File: config.mk
export PLATFORM = sky130hd
export DESIGN_NAME = pkt_wr_ctrl
export DESIGN_NICKNAME = d
export VERILOG_FILES = /design/src/rtl/pkt_wr_ctrl.sv
export SDC_FILE = /design/constraint.sdc
export NUM_CORES = 1
export LEC_CHECK = 0
export ABC_AREA = 1
export BUFFER_PORTS_ARGS = -buffer_cell sky130_fd_sc_hd__buf_2
export CAP_MARGIN = 20
export CORE_MARGIN = 4
export CORE_UTILIZATION = 50
export DETAILED_ROUTE_END_ITERATION = 7
export GPL_ROUTABILITY_DRIVEN = 0
export GPL_TIMING_DRIVEN = 1
export PLACE_DENSITY = 0.7
export SETUP_SLACK_MARGIN = 0.02
export SYNTH_ARGS = -nofsm -noshare
export SYNTH_HDL_FRONTEND = slang
export SYNTH_SLANG_ARGS = --single-unit
export TNS_END_PERCENT = 100
File: constraint.sdc
create_clock -name i_clk -period 4.9 [get_ports i_clk]
set_input_delay 0.735 -clock i_clk [delete_from_list [all_inputs] [get_ports i_clk]]
set_output_delay 0.735 -clock i_clk [all_outputs]
set_load 0.03 [all_outputs]
File: src/rtl/pkt_wr_ctrl.sv
// -----------------------------------------------------------------------------
// pkt_wr_ctrl
//
// Purpose
//   Write-side controller for a circular packet buffer. It takes a byte stream
//   framed by sop/eop (no backpressure) and writes the bytes into a packet SRAM
//   through a registered write port. A packet that arrives in full is
//   committed: a one-cycle descriptor carries its start address and byte
//   count. A packet that cannot be stored is discarded: its bytes are released
//   by moving the write pointer back to the packet start, and o_drop pulses.
//
//   o_free_space counts the bytes not held by committed packets. It shrinks
//   when a packet commits and grows when the downstream reader returns space
//   through i_free/i_free_len. The bytes of a packet still being received are
//   counted separately (len), so an uncommitted packet can never run over data
//   that the reader has not yet released.
//
// Ports
//   i_clk            sole clock, rising edge
//   i_rst            synchronous, active-high reset
//   i_valid          input byte valid this cycle
//   i_sop / i_eop    first / last byte of a packet (qualified by i_valid)
//   i_data           input byte
//   o_mem_write      SRAM write strobe (registered)
//   o_mem_addr       SRAM write address (registered)
//   o_mem_data       SRAM write data (registered)
//   o_desc_valid     one-cycle pulse: packet committed
//   o_desc_addr      committed packet start address
//   o_desc_len       committed packet byte count, 1..DEPTH
//   i_free           reader releases space this cycle
//   i_free_len       number of bytes released
//   o_free_space     bytes not held by committed packets
//   o_drop           one-cycle pulse: packet discarded
// -----------------------------------------------------------------------------
module pkt_wr_ctrl #(
    parameter int  DATA_WIDTH = 8,
    parameter int  DEPTH      = 3072,
    localparam int AW         = $clog2(DEPTH),
    localparam int LW         = $clog2(DEPTH + 1)
) (
    input  logic                  i_clk,
    input  logic                  i_rst,
    input  logic                  i_valid,
    input  logic                  i_sop,
    input  logic                  i_eop,
    input  logic [DATA_WIDTH-1:0] i_data,
    output logic                  o_mem_write,
    output logic [AW-1:0]         o_mem_addr,
    output logic [DATA_WIDTH-1:0] o_mem_data,
    output logic                  o_desc_valid,
    output logic [AW-1:0]         o_desc_addr,
    output logic [LW-1:0]         o_desc_len,
    input  logic                  i_free,
    input  logic [LW-1:0]         i_free_len,
    output logic [LW-1:0]         o_free_space,
    output logic                  o_drop
);

    typedef enum logic [1:0] {
        IDLE = 2'b00,   // between packets
        RECV = 2'b01,   // storing the bytes of an open packet
        DROP = 2'b10    // discarding the rest of a rejected packet
    } state_t;

    localparam logic [AW-1:0] LAST_ADDR = AW'(DEPTH - 1);
    localparam logic [LW-1:0] DEPTH_LEN = LW'(DEPTH);
    localparam logic [LW:0]   DEPTH_EXT = (LW + 1)'(DEPTH);

    state_t        state;
    logic [AW-1:0] wr_ptr;      // next SRAM address to write
    logic [AW-1:0] start_addr;  // first address of the open packet
    logic [LW-1:0] len;         // bytes accepted so far for the open packet

    // Per-cycle decode of the incoming byte.
    logic          in_pkt;      // a packet is open (RECV)
    logic          room;        // one more byte fits without touching committed data
    logic          sop_seen;    // sop outside an open packet (IDLE or DROP)
    logic          accept;      // byte is written to the SRAM
    logic          commit;      // accepted byte closes the packet
    logic          abort;       // open packet is rolled back
    logic          drop_now;    // some packet is discarded this cycle
    logic [LW-1:0] len_incl;    // packet length including this byte
    logic [AW-1:0] commit_addr; // start address of the packet being committed
    logic [AW-1:0] wr_ptr_inc;  // wr_ptr advanced by one with wrap
    logic [LW:0]   freed;       // one extra bit: free space plus a release
    logic [LW:0]   committed;   //   can reach 2*DEPTH before the clamp
    logic [LW:0]   space_sum;
    logic [LW-1:0] free_next;

    // NOTE: every signal in this block is assigned on every pass, so no
    // latch can be inferred; adding a conditional assignment here without a
    // preceding default would create one.
    always_comb begin
        in_pkt      = (state == RECV);

        // Outside a packet nothing is accepted yet, so one free byte is enough.
        room        = in_pkt ? (len < o_free_space) : (o_free_space != '0);

        sop_seen    = i_valid && i_sop && !in_pkt;
        accept      = i_valid && room && (in_pkt ? !i_sop : i_sop);
        commit      = accept && i_eop;

        // A sop inside an open packet, or running out of room, kills the
        // open packet; the new sop byte itself is never stored.
        abort       = i_valid && in_pkt && (i_sop || !room);
        drop_now    = abort || (sop_seen && !room);

        len_incl    = in_pkt ? (len + LW'(1)) : LW'(1);

        // A single-byte packet starts at the current write pointer.
        commit_addr = in_pkt ? start_addr : wr_ptr;

        wr_ptr_inc  = (wr_ptr == LAST_ADDR) ? '0 : (wr_ptr + AW'(1));

        // Release and commit in the same cycle fold into one update. The
        // committed length never exceeds the current free space, so the
        // subtraction cannot underflow.
        freed       = i_free ? {1'b0, i_free_len} : '0;
        committed   = commit ? {1'b0, len_incl} : '0;
        space_sum   = {1'b0, o_free_space} + freed - committed;
        free_next   = (space_sum > DEPTH_EXT) ? DEPTH_LEN : space_sum[LW-1:0];
    end

    // NOTE: sequential state uses non-blocking assignments so that every
    // register in this block is computed from values sampled before the edge,
    // independent of statement order.
    always_ff @(posedge i_clk) begin
        if (i_rst) begin
            // Reset wins over any byte or release in the same cycle; an open
            // packet vanishes without a drop pulse or descriptor.
            state        <= IDLE;
            wr_ptr       <= '0;
            start_addr   <= '0;
            len          <= '0;
            o_mem_write  <= 1'b0;
            o_mem_addr   <= '0;
            o_mem_data   <= '0;
            o_desc_valid <= 1'b0;
            o_desc_addr  <= '0;
            o_desc_len   <= '0;
            o_free_space <= DEPTH_LEN;
            o_drop       <= 1'b0;
        end else begin
            o_mem_write  <= accept;
            o_desc_valid <= commit;
            o_drop       <= drop_now;
            o_free_space <= free_next;

            if (accept) begin
                o_mem_addr <= wr_ptr;
                o_mem_data <= i_data;
                wr_ptr     <= wr_ptr_inc;
            end else if (abort) begin
                // Give the discarded bytes back to the next packet.
                wr_ptr <= start_addr;
            end

            if (accept && !in_pkt) begin
                start_addr <= wr_ptr;
            end

            if (commit) begin
                o_desc_addr <= commit_addr;
                o_desc_len  <= len_incl;
            end

            if (commit || drop_now) begin
                len <= '0;
            end else if (accept) begin
                len <= len_incl;
            end

            // Frame tracking: an eop always closes whatever was in progress,
            // whether the packet was stored, rejected or being skipped.
            if (accept) begin
                state <= i_eop ? IDLE : RECV;
            end else if (drop_now) begin
                state <= i_eop ? IDLE : DROP;
            end else if ((state == DROP) && i_valid && i_eop) begin
                state <= IDLE;
            end
        end
    end

endmodule

Yosys cells after proc, flatten, opt, wreduce, memory -nomap -nowiden
Cells that the tools add are included.
{"block": "totals", "regBits": 97, "in_bits": 26, "elab_cells": 57, "output_inout_bits": 59}
{"block": "classes", "mux": 14, "reduce_logical": 22, "n_eq_ne": 3, "n_lt_le_gt_ge": 2, "n_addsub": 4}
{"cell": "12-bit 2-to-1 mux", "count": 7}
{"cell": "12-bit by 1-bit adder with 12-bit output, second input constant", "count": 2}
{"cell": "12-bit by 12-bit adder with 13-bit output", "count": 1}
{"cell": "13-bit by 12-bit greater-than comparator with 1-bit output, second input constant", "count": 1}
{"cell": "13-bit by 12-bit subtractor with 13-bit output", "count": 1}
{"cell": "12-bit equality test, second input constant", "count": 1}
{"cell": "12-bit less-than comparator", "count": 1}
{"cell": "12-bit nonzero test", "count": 1}
{"cell": "1-bit logical AND", "count": 11}
{"cell": "2-bit 2-to-1 mux", "count": 4}
{"cell": "2-bit OR reduction", "count": 2}
{"cell": "1-bit zero test", "count": 3}
{"cell": "1-bit logical OR", "count": 3}
{"cell": "1-bit 2-to-1 mux", "count": 3}
{"cell": "3-bit nonzero test", "count": 1}
{"cell": "2-bit by 1-bit equality test with 1-bit output, second input constant", "count": 1}
{"cell": "2-bit equality test, second input constant", "count": 1}
{"cell": "2-bit nonzero test", "count": 1}

Longest topological paths before layout
{"block": "depth", "word_depth": 9, "ltp_mapped": 30, "mapped_depth_nobuf": 29}

Worst setup path after synthesis
OpenSTA, ideal clock, no wires.
{"block": "synth_path", "kind": "flip-flop to flip-flop", "start": "register o_free_space[10]", "end": "register o_free_space[3]", "setup_slack_ps": 991, "path_buffers": 1, "path_stages_with_launch": 30, "t_arrival_ps": 3790, "path_cell_list": "dfxtp_1 inv_1 ha_1 nand2_1 nor2_1 nand2_1 nor2_1 nand2_1 nand2_1 nand2_2 nand4_1 buf_4 inv_2 nand3_1 inv_1 fa_1 inv_1 fa_1 nand3_1 nand2_1 nand2_1 nand2_1 nand3_1 nand2_1 nand2_1 nand2_1 nor2_1 nand2_1 nand2_2 nor2_1"}
{"block": "synth_via", "elab_chain_len": 9, "elab_cells_between_ends": 11, "classes_between": "add/sub (2); order compare (2); mux (2); reduce/logical (5)"}
{"item": "start, declared", "line_no": "55", "rtl": "output logic [LW-1:0] o_free_space,"}
{"item": "start signal, assigned", "line_no": "147", "rtl": "o_free_space <= free_next;"}
{"item": "12-bit less-than comparator or 12-bit nonzero test (tied branches)", "line_no": "97", "rtl": "room = in_pkt ? (len < o_free_space) : (o_free_space != '0);"}
{"item": "1-bit 2-to-1 mux", "line_no": "97"}
{"item": "1-bit logical AND (2 in series)", "line_no": "100", "rtl": "accept = i_valid && room && (in_pkt ? !i_sop : i_sop);"}
{"item": "1-bit logical AND", "line_no": "101", "rtl": "commit = accept && i_eop;"}
{"item": "12-bit 2-to-1 mux", "line_no": "119", "rtl": "committed = commit ? {1'b0, len_incl} : '0;"}
{"item": "13-bit by 12-bit subtractor with 13-bit output *", "line_no": "120", "rtl": "space_sum = {1'b0, o_free_space} + freed - committed;"}
{"item": "13-bit by 12-bit greater-than comparator with 1-bit output", "line_no": "121", "rtl": "free_next = (space_sum > DEPTH_EXT) ? DEPTH_LEN : space_sum[LW-1:0];"}
{"item": "2-bit OR reduction (no source line)"}
Mark *: on every way between the ends. The rest lies on a longest branch, timed or not.
A chain may end at the register's enable or synchronous reset.

Worst setup path in the final report
{"block": "layout_path", "start": "register o_free_space[11]", "end": "register o_free_space[2]"}
The elaborated chain is that of the path after synthesis.

==> flow_summary.json <==
{
  "r2r_start": "o_free_space[11]$_SDFF_PP1_",
  "rows": 38,
  "post-route-drc-count": 0,
  "crit_fanout": 19,
  "crit_start": "o_free_space[11]$_SDFF_PP1_",
  "cts_tree": "built",
  "io_buffers": 84,
  "avgSynthCellArea_um2": 6.79,
  "grt_max_degree": 72,
  "clk_path_buf_depth": 2,
  "synth_area_leaders": "dfxtp_1 34%, nand2_1 14%, inv_1 7.7%",
  "area_growth_pct": 13.9,
  "setup_viol": 0,
  "grt_remaining_overflow": 0,
  "layout_commonest_cell": "nand2_1",
  "dp_hpwl_mm": 11.0,
  "drv_cap": 0,
  "max_freq_mhz": 227,
  "fin_skew_ns": 0.00785,
  "ir_worst_vdd_mv": 0.278,
  "ctsResizeCount": 0,
  "ant_nets": 0,
  "grt_usage": 0.232,
  "num_vias": 5375,
  "setup-tns-final_ns": 0,
  "root_buffer": "clkbuf_16",
  "drv_slew": 0,
  "rsz0062_at_grt": "false",
  "timing.final.crit_share": 0.900,
  "cp.arrival_ns": 4.69,
  "clkSlewWorstSetupHoldPaths_ns": 0.07,
  "crit_path_end_kind": "register",
  "max_slew.worst_pin.slew_ns": 0.835,
  "htreeDepth": 3,
  "antenna_found_initial": 0,
  "endpoint": "o_free_space[2]$_SDFF_PP0_",
  "start_util": 0.516,
  "p_per_area_nw_per_um2": 378,
  "cp.required_ns": 5.19,
  "nets": 959,
  "regToRegSetupSlack_ns": 0.49,
  "cts_buffers": 9,
  "startpoint_type": "register",
  "synth_fp_nets": 895,
  "synth-seq-cells": 97,
  "critPathKind": "register to register",
  "netlist.area_leader.share": 0.344,
  "synth-compound-area-share": 0.123,
  "post-cts-setup-buffer-count": 0,
  "most-common-layout-cells": "216 x nand2_1, 116 x inv_1, 97 x dfxtp_1",
  "drive_gt1_frac": 0.137,
  "rr_worst_depth": 25,
  "yosys.area.top_type": "dfxtp_1",
  "finalHoldViolCount": 0,
  "num_antenna_cells": 0,
  "postSynthCellCount": 831,
  "wl_per_cell_um": 13.9,
  "firstDrtPassIters": 5,
  "synth-simple-area-share": 0.302,
  "ios": 85,
  "fp.dieW_um": 114,
  "clock_latency_ns": 0.35,
  "final_util": 0.588,
  "fin_ws_ns": 0.492,
  "slew_headroom": 0.441,
  "synth-xor-area-share": 0.0155,
  "grt_pass1_wl_mm": 24.8,
  "yosysSeqAreaShare": 0.344,
  "core_area_um2": 10900,
  "dieHeight_um": 114,
  "synth_mux_area_frac": 0.00177,
  "routed_wl_mm": 14.5,
  "clock-sinks": 97,
  "synth_area_um2": 5640,
  "grt_pass1_vias": 5302,
  "min_path_type": "register to register",
  "dp_slack_ns": 0.489,
  "leakagePower_uw": 0.00305,
  "postCtsHoldBufs": 0,
  "dieArea_um2": 13000,
  "fillerInstances": 1002,
  "via_per_inst": 5.17,
  "synth-adder-area-share": 0.100,
  "finalCriticalPeriod_ns": 4.41,
  "status": "finished clean",
  "detail_route.iter0.violations": 419,
  "synth_warnings": 0,
  "ys_types": 41,
  "synth_top_family_by_area": "simple AND/OR/NAND/NOR gates",
  "r2r_end": "o_free_space[2]$_SDFF_PP0_"
}
metrics by stage:
| step | hold slack [ns] | total power [µW] | instance area, µm² | std cells |
|---|---|---|---|---|
| 6_report | 0.456 | 2430 | 6430 | 1040 |
| 5_1_grt | 0.479 | 2590 | 6430 | 1040 |
| 4_1_cts | 0.459 | 2440 | 6420 | 1040 |
| 3_5_place_dp | 0.445 | 1670 | 6090 | 1024 |
| 3_3_place_gp | 0.433 | 1650 | 6090 | 1024 |
| 2_1_floorplan | 0.444 | 1490 | 5640 | 831 |
worst min-delay path by stage:
stage                                start                          end  cells past startpoint
6_report       o_desc_addr[0]$_SDFFE_PP0P_  o_desc_addr[0]$_SDFFE_PP0P_                      2
5_1_grt        o_desc_addr[1]$_SDFFE_PP0P_  o_desc_addr[1]$_SDFFE_PP0P_                      2
4_1_cts        o_desc_addr[0]$_SDFFE_PP0P_  o_desc_addr[0]$_SDFFE_PP0P_                      2
3_5_place_dp   o_desc_addr[0]$_SDFFE_PP0P_  o_desc_addr[0]$_SDFFE_PP0P_                      2
3_3_place_gp   o_desc_addr[0]$_SDFFE_PP0P_  o_desc_addr[0]$_SDFFE_PP0P_                      2
2_1_floorplan   start_addr[2]$_SDFFE_PP0P_   start_addr[2]$_SDFFE_PP0P_                      2
state kept, by name (all words and copies together), names as in the netlist, 2 cells and up:
name          count
state             2
start_addr       12
o_mem_data        8
o_free_space     12
o_mem_addr       12
wr_ptr           12
o_desc_len       12
len              12
o_desc_addr      12
where the power goes:
group          internal, µW  switching [µW]
Clock                   453             320
Sequential              836            40.7
Combinational           262             518
Total                  1550             878
Yosys cell counts:
master and number:
nand2_1 216, inv_1 116, dfxtp_1 97, nor2_1 72, a21oi_1 67, nand3_1 62, o21ai_0 29, ha_1 26
o21ai_1 26, nand4_1 16, buf_2 14, clkbuf_1 13, fa_1 12, nor3_1 8, xor2_1 8, inv_2 6
buf_4 5, nand2_2 5, or2_1 5, nand3b_1 3, o21bai_1 3, buf_1 2, xnor2_1 2, a211oi_1 1
a21boi_0 1, a21o_1 1, a21oi_4 1, and2_4 1, buf_6 1, clkinv_1 1, mux2i_1 1, nand3_4 1
nand4_2 1, nor2_2 1, nor2_8 1, nor3_2 1, nor3b_1 1, nor4_1 1, o211ai_1 1, o21a_1 1
o21ai_2 1
routing by layer:
metal / vias up / wire (µm) / global-route usage
met4: 0 / 366 / 0.0958
li1: 2765 / - / -
met5: - / 0 / 0
met2: 176 / 6590 / 0.374
met3: 32 / 839 / 0.0307
met1: 2402 / 6690 / 0.315
layout make-up:
type / instances / area (µm²) / area share
repair buffers: 88 / 450 / 0.0701
clock buffers: 9 / 225 / 0.0350
well taps: 140 / 175 / 0.0273
multi-input cells: 576 / 3070 / 0.478
inverters: 123 / 462 / 0.0718
flip-flops and latches: 97 / 1940 / 0.302
clock inverters: 7 / 104 / 0.0162
worst max-delay path, cell delays in order (launching register included):
cell,delay (ns)
dfxtp_1,0.40
inv_1,0.07
ha_1,0.30
nand2_1,0.06
nor2_1,0.16
nand2_1,0.07
nor2_1,0.08
nand2_1,0.05
nand2_1,0.09
nand2_4,0.13
nand4_1,0.14
buf_4,0.25
or2_1,0.15
inv_1,0.07
fa_1,0.52
inv_1,0.05
ha_1,0.35
a21oi_1,0.28
nor2_1,0.07
a211oi_1,0.23
nand3_1,0.16
nand2_1,0.09
inv_1,0.04
nor2_1,0.21
nand2_2,0.18
nor2_1,0.12
kinds of logic (layout without fill, tap and decap cells):
kind of cell	after synthesis	after routing
simple gates	395	395
buf+inv	158	227
compound gates	132	132
flops	97	97
fa+ha+maj	38	38
xor+xnor	10	10
mux	1	1
No activity file was read; power rests on OpenSTA's default activity.
